`config.mk`:
```
export PLATFORM = sky130hd
export DESIGN_NAME = sync_fifo_ctrl
export DESIGN_NICKNAME = d
export VERILOG_FILES = /design/src/rtl/fifo_pkg.sv /design/src/rtl/ptr_ctr.sv /design/src/rtl/sync_fifo_ctrl.sv
export SDC_FILE = /design/constraint.sdc
export NUM_CORES = 1
export LEC_CHECK = 0
export CORE_MARGIN = 2
export CORE_UTILIZATION = 54
export CTS_BUF_LIST = sky130_fd_sc_hd__clkbuf_8
export DETAILED_ROUTE_END_ITERATION = 8
export PLACE_DENSITY = 0.87
export SLEW_MARGIN = 20
export SYNTH_ARGS = -nofsm -noshare
export SYNTH_HDL_FRONTEND = slang
export SYNTH_HIERARCHICAL = 1
export SYNTH_SLANG_ARGS = --single-unit
```
`constraint.sdc`:
```
create_clock -name clk -period 7.7 [get_ports clk]
set_input_delay 1.54 -clock clk [delete_from_list [all_inputs] [get_ports clk]]
set_output_delay 1.54 -clock clk [all_outputs]
set_load 0.03 [all_outputs]
```
`src/rtl/fifo_pkg.sv`:
```
`default_nettype none
// ============================================================================
//  Module      : fifo_pkg
//  Description : Shared widths, depth derivation and default thresholds for
//                the single-clock FIFO controller and its pointer counters.
//  Revision    : 1.0  initial release
// ============================================================================
package fifo_pkg;

    // Default SRAM address width; the pointers carry one extra wrap bit.
    localparam int unsigned c_ADDR_W    = 5;
    localparam int unsigned c_PTR_W     = c_ADDR_W + 1;
    localparam int unsigned c_CNT_W     = c_ADDR_W + 1;

    // Default occupancy thresholds for the almost flags.
    localparam int unsigned c_AF_THRESH = 28;
    localparam int unsigned c_AE_THRESH = 4;

    // Number of entries addressed by an address of the given width.
    function automatic int unsigned f_depth(input int unsigned aw);
        return 32'd1 << aw;
    endfunction

    localparam int unsigned c_DEPTH     = f_depth(c_ADDR_W);

endpackage : fifo_pkg
`default_nettype wire

```
`src/rtl/ptr_ctr.sv`:
```
`default_nettype none
// ============================================================================
//  Module      : ptr_ctr
//  Description : Wrap-around pointer counter with increment enable and a
//                synchronous load. Load has priority over increment.
//  Revision    : 1.0  initial release
// ============================================================================
module ptr_ctr #(
    parameter int WIDTH = 6
) (
    input  logic             clk,
    input  logic             rst_n,
    input  logic             load,
    input  logic [WIDTH-1:0] load_val,
    input  logic             inc,
    output logic [WIDTH-1:0] q
);

    localparam logic [WIDTH-1:0] c_ONE = WIDTH'(1);

    logic [WIDTH-1:0] r_q;

    // Pointer register: natural binary wrap modulo 2**WIDTH.
    always_ff @(posedge clk) begin
        if (!rst_n) begin
            r_q <= '0;
        end else if (load) begin
            r_q <= load_val;
        end else if (inc) begin
            r_q <= r_q + c_ONE;
        end
    end

    assign q = r_q;

endmodule : ptr_ctr
`default_nettype wire

```
`src/rtl/sync_fifo_ctrl.sv`:
```
`default_nettype none
// ============================================================================
//  Module      : sync_fifo_ctrl
//  Description : Single-clock FIFO controller sequencing a dual-port SRAM as a
//                circular buffer. Owns the read/write pointers, occupancy
//                count, status flags and sticky error flags. Data bypasses
//                this block entirely.
//  Revision    : 1.0  initial release
// ============================================================================
module sync_fifo_ctrl
    import fifo_pkg::*;
#(
    parameter int ADDR_W    = c_ADDR_W,
    parameter int AF_THRESH = c_AF_THRESH,
    parameter int AE_THRESH = c_AE_THRESH
) (
    input  logic              clk,
    input  logic              rst_n,
    input  logic              push,
    input  logic              pop,
    input  logic              flush,
    input  logic              clr_err,
    output logic              full,
    output logic              empty,
    output logic              almost_full,
    output logic              almost_empty,
    output logic [ADDR_W:0]   count,
    output logic              rd_valid,
    output logic              overflow,
    output logic              underflow,
    output logic              ram_wr_en,
    output logic [ADDR_W-1:0] ram_wr_addr,
    output logic              ram_rd_en,
    output logic [ADDR_W-1:0] ram_rd_addr
);

    localparam int unsigned     DEPTH      = f_depth(ADDR_W);
    localparam logic [ADDR_W:0] c_CNT_FULL = (ADDR_W+1)'(DEPTH);
    localparam logic [ADDR_W:0] c_CNT_AF   = (ADDR_W+1)'(AF_THRESH);
    localparam logic [ADDR_W:0] c_CNT_AE   = (ADDR_W+1)'(AE_THRESH);
    localparam logic [ADDR_W:0] c_CNT_ONE  = (ADDR_W+1)'(1);

    logic [ADDR_W:0] w_wptr;
    logic [ADDR_W:0] w_rptr;
    logic [ADDR_W:0] r_count;
    logic            r_rd_valid;
    logic            r_overflow;
    logic            r_underflow;
    logic            w_full;
    logic            w_empty;
    logic            w_wr_acc;
    logic            w_rd_acc;

    // Flags come from the registered count only, never from this cycle's requests.
    assign w_full  = (r_count == c_CNT_FULL);
    assign w_empty = (r_count == '0);

    // A flush swallows both requests; otherwise accept against start-of-cycle flags.
    assign w_wr_acc = push && !w_full  && !flush;
    assign w_rd_acc = pop  && !w_empty && !flush;

    // Write pointer never loads: a flush moves the read side up to it instead.
    ptr_ctr #(
        .WIDTH    (ADDR_W + 1)
    ) u_wptr (
        .clk      (clk),
        .rst_n    (rst_n),
        .load     (1'b0),
        .load_val ('0),
        .inc      (w_wr_acc),
        .q        (w_wptr)
    );

    // Read pointer snaps to the write pointer on flush, emptying the buffer.
    ptr_ctr #(
        .WIDTH    (ADDR_W + 1)
    ) u_rptr (
        .clk      (clk),
        .rst_n    (rst_n),
        .load     (flush),
        .load_val (w_wptr),
        .inc      (w_rd_acc),
        .q        (w_rptr)
    );

    // Occupancy tracks accepted writes minus accepted reads.
    always_ff @(posedge clk) begin
        if (!rst_n || flush) begin
            r_count <= '0;
        end else if (w_wr_acc && !w_rd_acc) begin
            r_count <= r_count + c_CNT_ONE;
        end else if (!w_wr_acc && w_rd_acc) begin
            r_count <= r_count - c_CNT_ONE;
        end
    end

    // Read data strobe lines up with the SRAM's registered output.
    always_ff @(posedge clk) begin
        if (!rst_n) begin
            r_rd_valid <= 1'b0;
        end else begin
            r_rd_valid <= w_rd_acc;
        end
    end

    // Sticky error flags; a new error in the clearing cycle takes precedence.
    always_ff @(posedge clk) begin
        if (!rst_n) begin
            r_overflow  <= 1'b0;
            r_underflow <= 1'b0;
        end else begin
            if (push && w_full && !flush) begin
                r_overflow <= 1'b1;
            end else if (clr_err) begin
                r_overflow <= 1'b0;
            end
            if (pop && w_empty && !flush) begin
                r_underflow <= 1'b1;
            end else if (clr_err) begin
                r_underflow <= 1'b0;
            end
        end
    end

    assign full         = w_full;
    assign empty        = w_empty;
    assign almost_full  = (r_count >= c_CNT_AF);
    assign almost_empty = (r_count <= c_CNT_AE);
    assign count        = r_count;
    assign rd_valid     = r_rd_valid;
    assign overflow     = r_overflow;
    assign underflow    = r_underflow;

    assign ram_wr_en    = w_wr_acc;
    assign ram_wr_addr  = w_wptr[ADDR_W-1:0];
    assign ram_rd_en    = w_rd_acc;
    assign ram_rd_addr  = w_rptr[ADDR_W-1:0];

endmodule : sync_fifo_ctrl
`default_nettype wire

```
==> metrics, run 1 <==
Initial DRT Pass Iterations 4; largest driver fanout on the critical path 11; drt total wl about 2500 um; Final setup viols 0; post-DR wirelength/cell about 13 um; fin nets between 150 and 200; Worst-Margin Slew roughly 0.92 ns; worst rel slew slack 0.382; Vias/cell around 5.4; unrepaired setup endpoints after global routing no; gr ovfl total 0; first-pass GRT wire length approximately 4100 um; total negative slack 0 ns; final hold vios 0; Worst EP arrival ~3.8 ns; I/O pin total 31; CORE AREA ~2000 um2; Ant. Diodes 0; CP Launch Type input port; Syn Area/Cell 8.76 um2; die width just under 50 um; Overall Global Routing Usage 0.213; largest net degree at the start of global routing 17; die area about 2500 um2; hold_ws just over 0.5 ns; Worst Path Required roughly 6 ns; initial antenna violation count 0; Final Cell Area ~1500 um2; initial core utilization 0.571; Final ANT Viol Nets 0; CTS Hold Bufs 0; share of layout cells above drive strength 1 0.0533; crit path kind in -> out; Placed Cells around 190; TritonCTS buffer count 3; starting DRC count in detailed routing 11; row cnt 16; Hold WC Path Type reg -> reg; Tcrit/Tclk final 0.693; dpl hpwl approximately 1800 um; latest clock arrival within the worst-skew pair around 0.26 ns; vias in the first global route about 980; cells after synthesis roughly 130; area delta synth->final 34.9%; status complete, no violations; routed vias ~1100; VDD IR max 0.129 mV; Clock Pin Slew Worst Setup and Hold Paths 0.08 ns; FF+latch area 380 um2; clock sinks 19; Tot Pwr approximately 280 uW; Max Cap Violations 0; CTS root buf clkbuf_8; Final GP Congestion 0.799; max-slew violation count 0; leak pwr around 0.6 nW; Post-Layout Cell Count 196; Cell Area, Synth between 1000 and 1500 um2; fill cell count roughly 140; clock tree buffer depth 2; DRC errors left 0; Clock Skew between 0.008 and 0.009 ns; Synth warnings 6; Port Buffers 30; post-place instance area around 1500 um2; H-tree depth 1; area occupied by multi-input gates 726 um2; crit end category output pin; Setup Buffers After CTS 0; post-CTS sizing 0; CTS tree done; Pwr Density approximately 190 nW/um2; Die Span Y 49.6 um; minimum clock period 5.34 ns; fmax 0.187 GHz
## registers in the layout (all words and copies together), names as in the netlist
register   flops
underflow      1
overflow       1
u_wptr/q       5
u_rptr/q       5
count          6
rd_valid       1
## per-stage QoR
step | worst slack, ns | utilization
2_1_floorplan | 3.70 | -
3_3_place_gp | 2.42 | 0.747
3_5_place_dp | 2.40 | 0.747
4_1_cts | 2.38 | 0.771
5_1_grt | 2.23 | 0.771
6_report | 2.36 | 0.771
## power by group
group,internal (mW),total (mW),switching [mW],leakage [nW]
registers,0.105,0.114,0.00885,0.156
clock network,0.0359,0.0687,0.0328,0.0255
logic,0.0433,0.0996,0.0563,0.436
## per-layer routing
| layer | up-vias | global-route usage | share of wire |
|---|---|---|---|
| li1 | 525 | - | - |
| met1 | 490 | 0.233 | 0.43 |
| met2 | 37 | 0.400 | 0.51 |
| met3 | 4 | 0.0333 | 0.047 |
| met4 | 0 | 0.0926 | 0.015 |
| met5 | - | 0 | 0 |
## path summary, 6_finish.rpt
| check | from | endpoint | slack (ns) | depth (start not counted) |
|---|---|---|---|---|
| worst max-delay path | flush | ram_wr_en | 2.36 | 3 |
| worst min-delay path | underflow | underflow | 0.51 | 2 |
| worst max register to register | count[0] | count[5] | 4.45 | 10 |
| worst min register to register | underflow | underflow | 0.51 | 2 |
## cell usage in the layout, fill, tap and decap left out, types with 2 or more instances in the layout
cell type / n
o211a_1: 2
xor2_1: 6
o21ai_0: 8
nand2b_1: 3
nor3b_1: 3
inv_1: 7
dfxtp_1: 19
nand4_1: 4
ha_1: 7
and2_1: 4
o21ai_1: 4
nor2_1: 5
clkbuf_8: 3
nand2_1: 16
a21oi_1: 7
xnor2_1: 5
clkdlybuf4s50_1: 30
conb_1: 12
mux2i_1: 4
## cell type report
cell class | instances | area share
Clock buffer | 3 | 0.0273
Clock inverter | 1 | 0.00331
Inverter | 7 | 0.0174
Multi-Input combinational cell | 109 | 0.480
Sequential cell | 19 | 0.251
Tap cell | 27 | 0.0223
Timing Repair Buffer | 30 | 0.199
## worst max-delay path, cell delays in order
cell,delay [ns]
clkdlybuf4s50_1,0.60
nor3b_1,0.84
clkdlybuf4s50_1,0.82
(Power assumes the default switching activity.)
==> inputs of run 2 (changes only) <==
--- a/config.mk
+++ b/config.mk
@@ -6,10 +6,10 @@
 export NUM_CORES = 1
 export LEC_CHECK = 0
 export CORE_MARGIN = 2
-export CORE_UTILIZATION = 54
+export CORE_UTILIZATION = 46
 export CTS_BUF_LIST = sky130_fd_sc_hd__clkbuf_8
 export DETAILED_ROUTE_END_ITERATION = 8
-export PLACE_DENSITY = 0.87
+export PLACE_DENSITY = 0.79
 export SLEW_MARGIN = 20
 export SYNTH_ARGS = -nofsm -noshare
 export SYNTH_HDL_FRONTEND = slang
==> constraint.sdc (replaced) <==
create_clock -name clk -period 4.39 [get_ports clk]
set_input_delay 0.878 -clock clk [delete_from_list [all_inputs] [get_ports clk]]
set_output_delay 0.878 -clock clk [all_outputs]
set_load 0.03 [all_outputs]
==> metrics, run 2 (synthesis results as in run 1) <==
FF+latch area 380 um2 (unchanged); Setup Buffers After CTS 0 (unchanged); DRC errors left 0 (unchanged); Reg power frac 0.402 (about the same); VDD IR max 0.190 mV (+47%); initial antenna violation count 0 (unchanged); Comb power frac 0.349 (-0.004); fmax between 0.2 and 0.3 GHz; NetSw 174 uW (+78%); Die Span Y 53.4 um (+7.7%); minimum clock period about 3.6 ns; latest clock arrival within the worst-skew pair 0.26 ns (about the same); Overall Global Routing Usage 0.188 (-0.0249); Initial DRT Pass Iterations 4 (unchanged); CTS root buf clkbuf_8; CTS tree done; M2 GR Usage 0.307 (-0.0934); die width 53.4 um (+7.7%); Pwr Density 327 nW/um2 (+75%); CTS Hold Bufs 0 (unchanged); status complete, no violations; crit path kind in -> out; CORE AREA 2250 um2 (+15%); drt total wl 2440 um (-1.5%); share of layout cells above drive strength 1 0.0588 (+0.00557); starting DRC count in detailed routing 8 (-3); H-tree depth 1 (unchanged); Internal 324 uW (+76%); post-CTS sizing 0 (unchanged); Hold WC Path Type reg -> reg; area occupied by multi-input gates 726 um2 (unchanged); clock share of power 0.249 (+0.005); routed vias 1019 (-3.5%); leak pwr 0.622 nW (+0.83%); fill cell count 191 (+33%); CP Launch Type input port; TritonCTS buffer count 3 (unchanged); crit end category output pin; area delta synth->final 35.7%; max reg flops 6 (unchanged); I/O pin total 31 (unchanged); clock sinks 19 (unchanged); Max Cap Violations 0 (unchanged); post-DR wirelength/cell 12.3 um (-2.4%); Worst EP arrival 2.69 ns (-1.11 ns); largest driver fanout on the critical path 11 (unchanged); Port Buffers 30 (unchanged); Final setup viols 0 (unchanged); hold_ws 0.486 ns (-0.0207 ns); vias in the first global route 946 (-3.9%); Clock Skew 0.00364 ns (-0.00479 ns); die area 2850 um2 (+16%); Vias/cell 5.15 (-4.5%); total negative slack 0 ns (unchanged); Final GP Congestion 0.860 (+7.6%); Clock Pin Slew Worst Setup and Hold Paths 0.07 ns (about the same); most common cell after layout, fill and taps aside clkdlybuf4s50_1; gr ovfl total 0 (unchanged); unrepaired setup endpoints after global routing no; initial core utilization 0.497 (-0.0742); dpl hpwl 1880 um (+2.2%); met1 usage 0.238 (+0.00547); first-pass GRT wire length 3920 um (-5.2%); largest net degree at the start of global routing 17 (unchanged); switching share of power 0.350 (+0.00287); most used routing layer met2; Final ANT Viol Nets 0 (unchanged); fin nets 185 (+0.54%); clock tree buffer depth 2 (unchanged); final hold vios 0 (unchanged); met3 Track Usage GR 0.0311 (-0.00226); Tcrit/Tclk final 0.812; max-slew violation count 0 (unchanged); row cnt 17 (+1); Worst Path Required 3.51 ns (-2.65 ns); Ant. Diodes 0 (unchanged); most frequent cells in the layout clkdlybuf4s50_1, dfxtp_1, nand2_1
[run 2: worst max-delay path: stages]
cell,delay [ns]
clkdlybuf4s50_1,0.57
nor3b_1,0.35
buf_4,0.21
clkdlybuf4s50_1,0.67
[run 2: layer usage]
layer,vias to the layer above,share of wire
met2,25,0.44
met3,4,0.044
li1,527,-
met5,-,0
met1,463,0.50
met4,0,0.016
[run 2: metrics by stage]
stage | util | instances | area [um2] | setup slack (ns) | power (mW)
2_1_floorplan | - | 139 | 1160 | 0.998 | 0.319
3_3_place_gp | 0.654 | 194 | 1480 | 0.866 | 0.372
3_5_place_dp | 0.654 | 194 | 1480 | 0.823 | 0.377
4_1_cts | 0.675 | 198 | 1520 | 0.820 | 0.499
5_1_grt | 0.675 | 198 | 1520 | 0.686 | 0.525
6_report | 0.675 | 198 | 1520 | 0.823 | 0.498
[run 2: power by group through the flow]
stage	Clock, mW	Sequential (mW)	Combinational (mW)
after CTS	0.125	0.200	0.174
after detailed placement	0	0.204	0.173
after global routing	0.134	0.201	0.190
final	0.124	0.200	0.174
after floorplan	0	0.224	0.0949
after global placement	0	0.203	0.169
[run 2: worst paths after layout]
path,end,slack [ns],startpoint,cells after the start
setup / recovery,ram_wr_en,0.82,flush,4
hold / removal,underflow,0.49,underflow,2
setup reg to reg,count[5],1.43,count[2],10
hold reg to reg,underflow,0.49,underflow,2
[run 2: final cells by class]
type                       instances  share of cell area
tap                               28              0.0230
clock buffer                       3              0.0271
clock inverter                     1             0.00329
timing repair buffer              31               0.202
sequential                        19               0.250
multi-input combinational        109               0.477
inverter                           7              0.0173
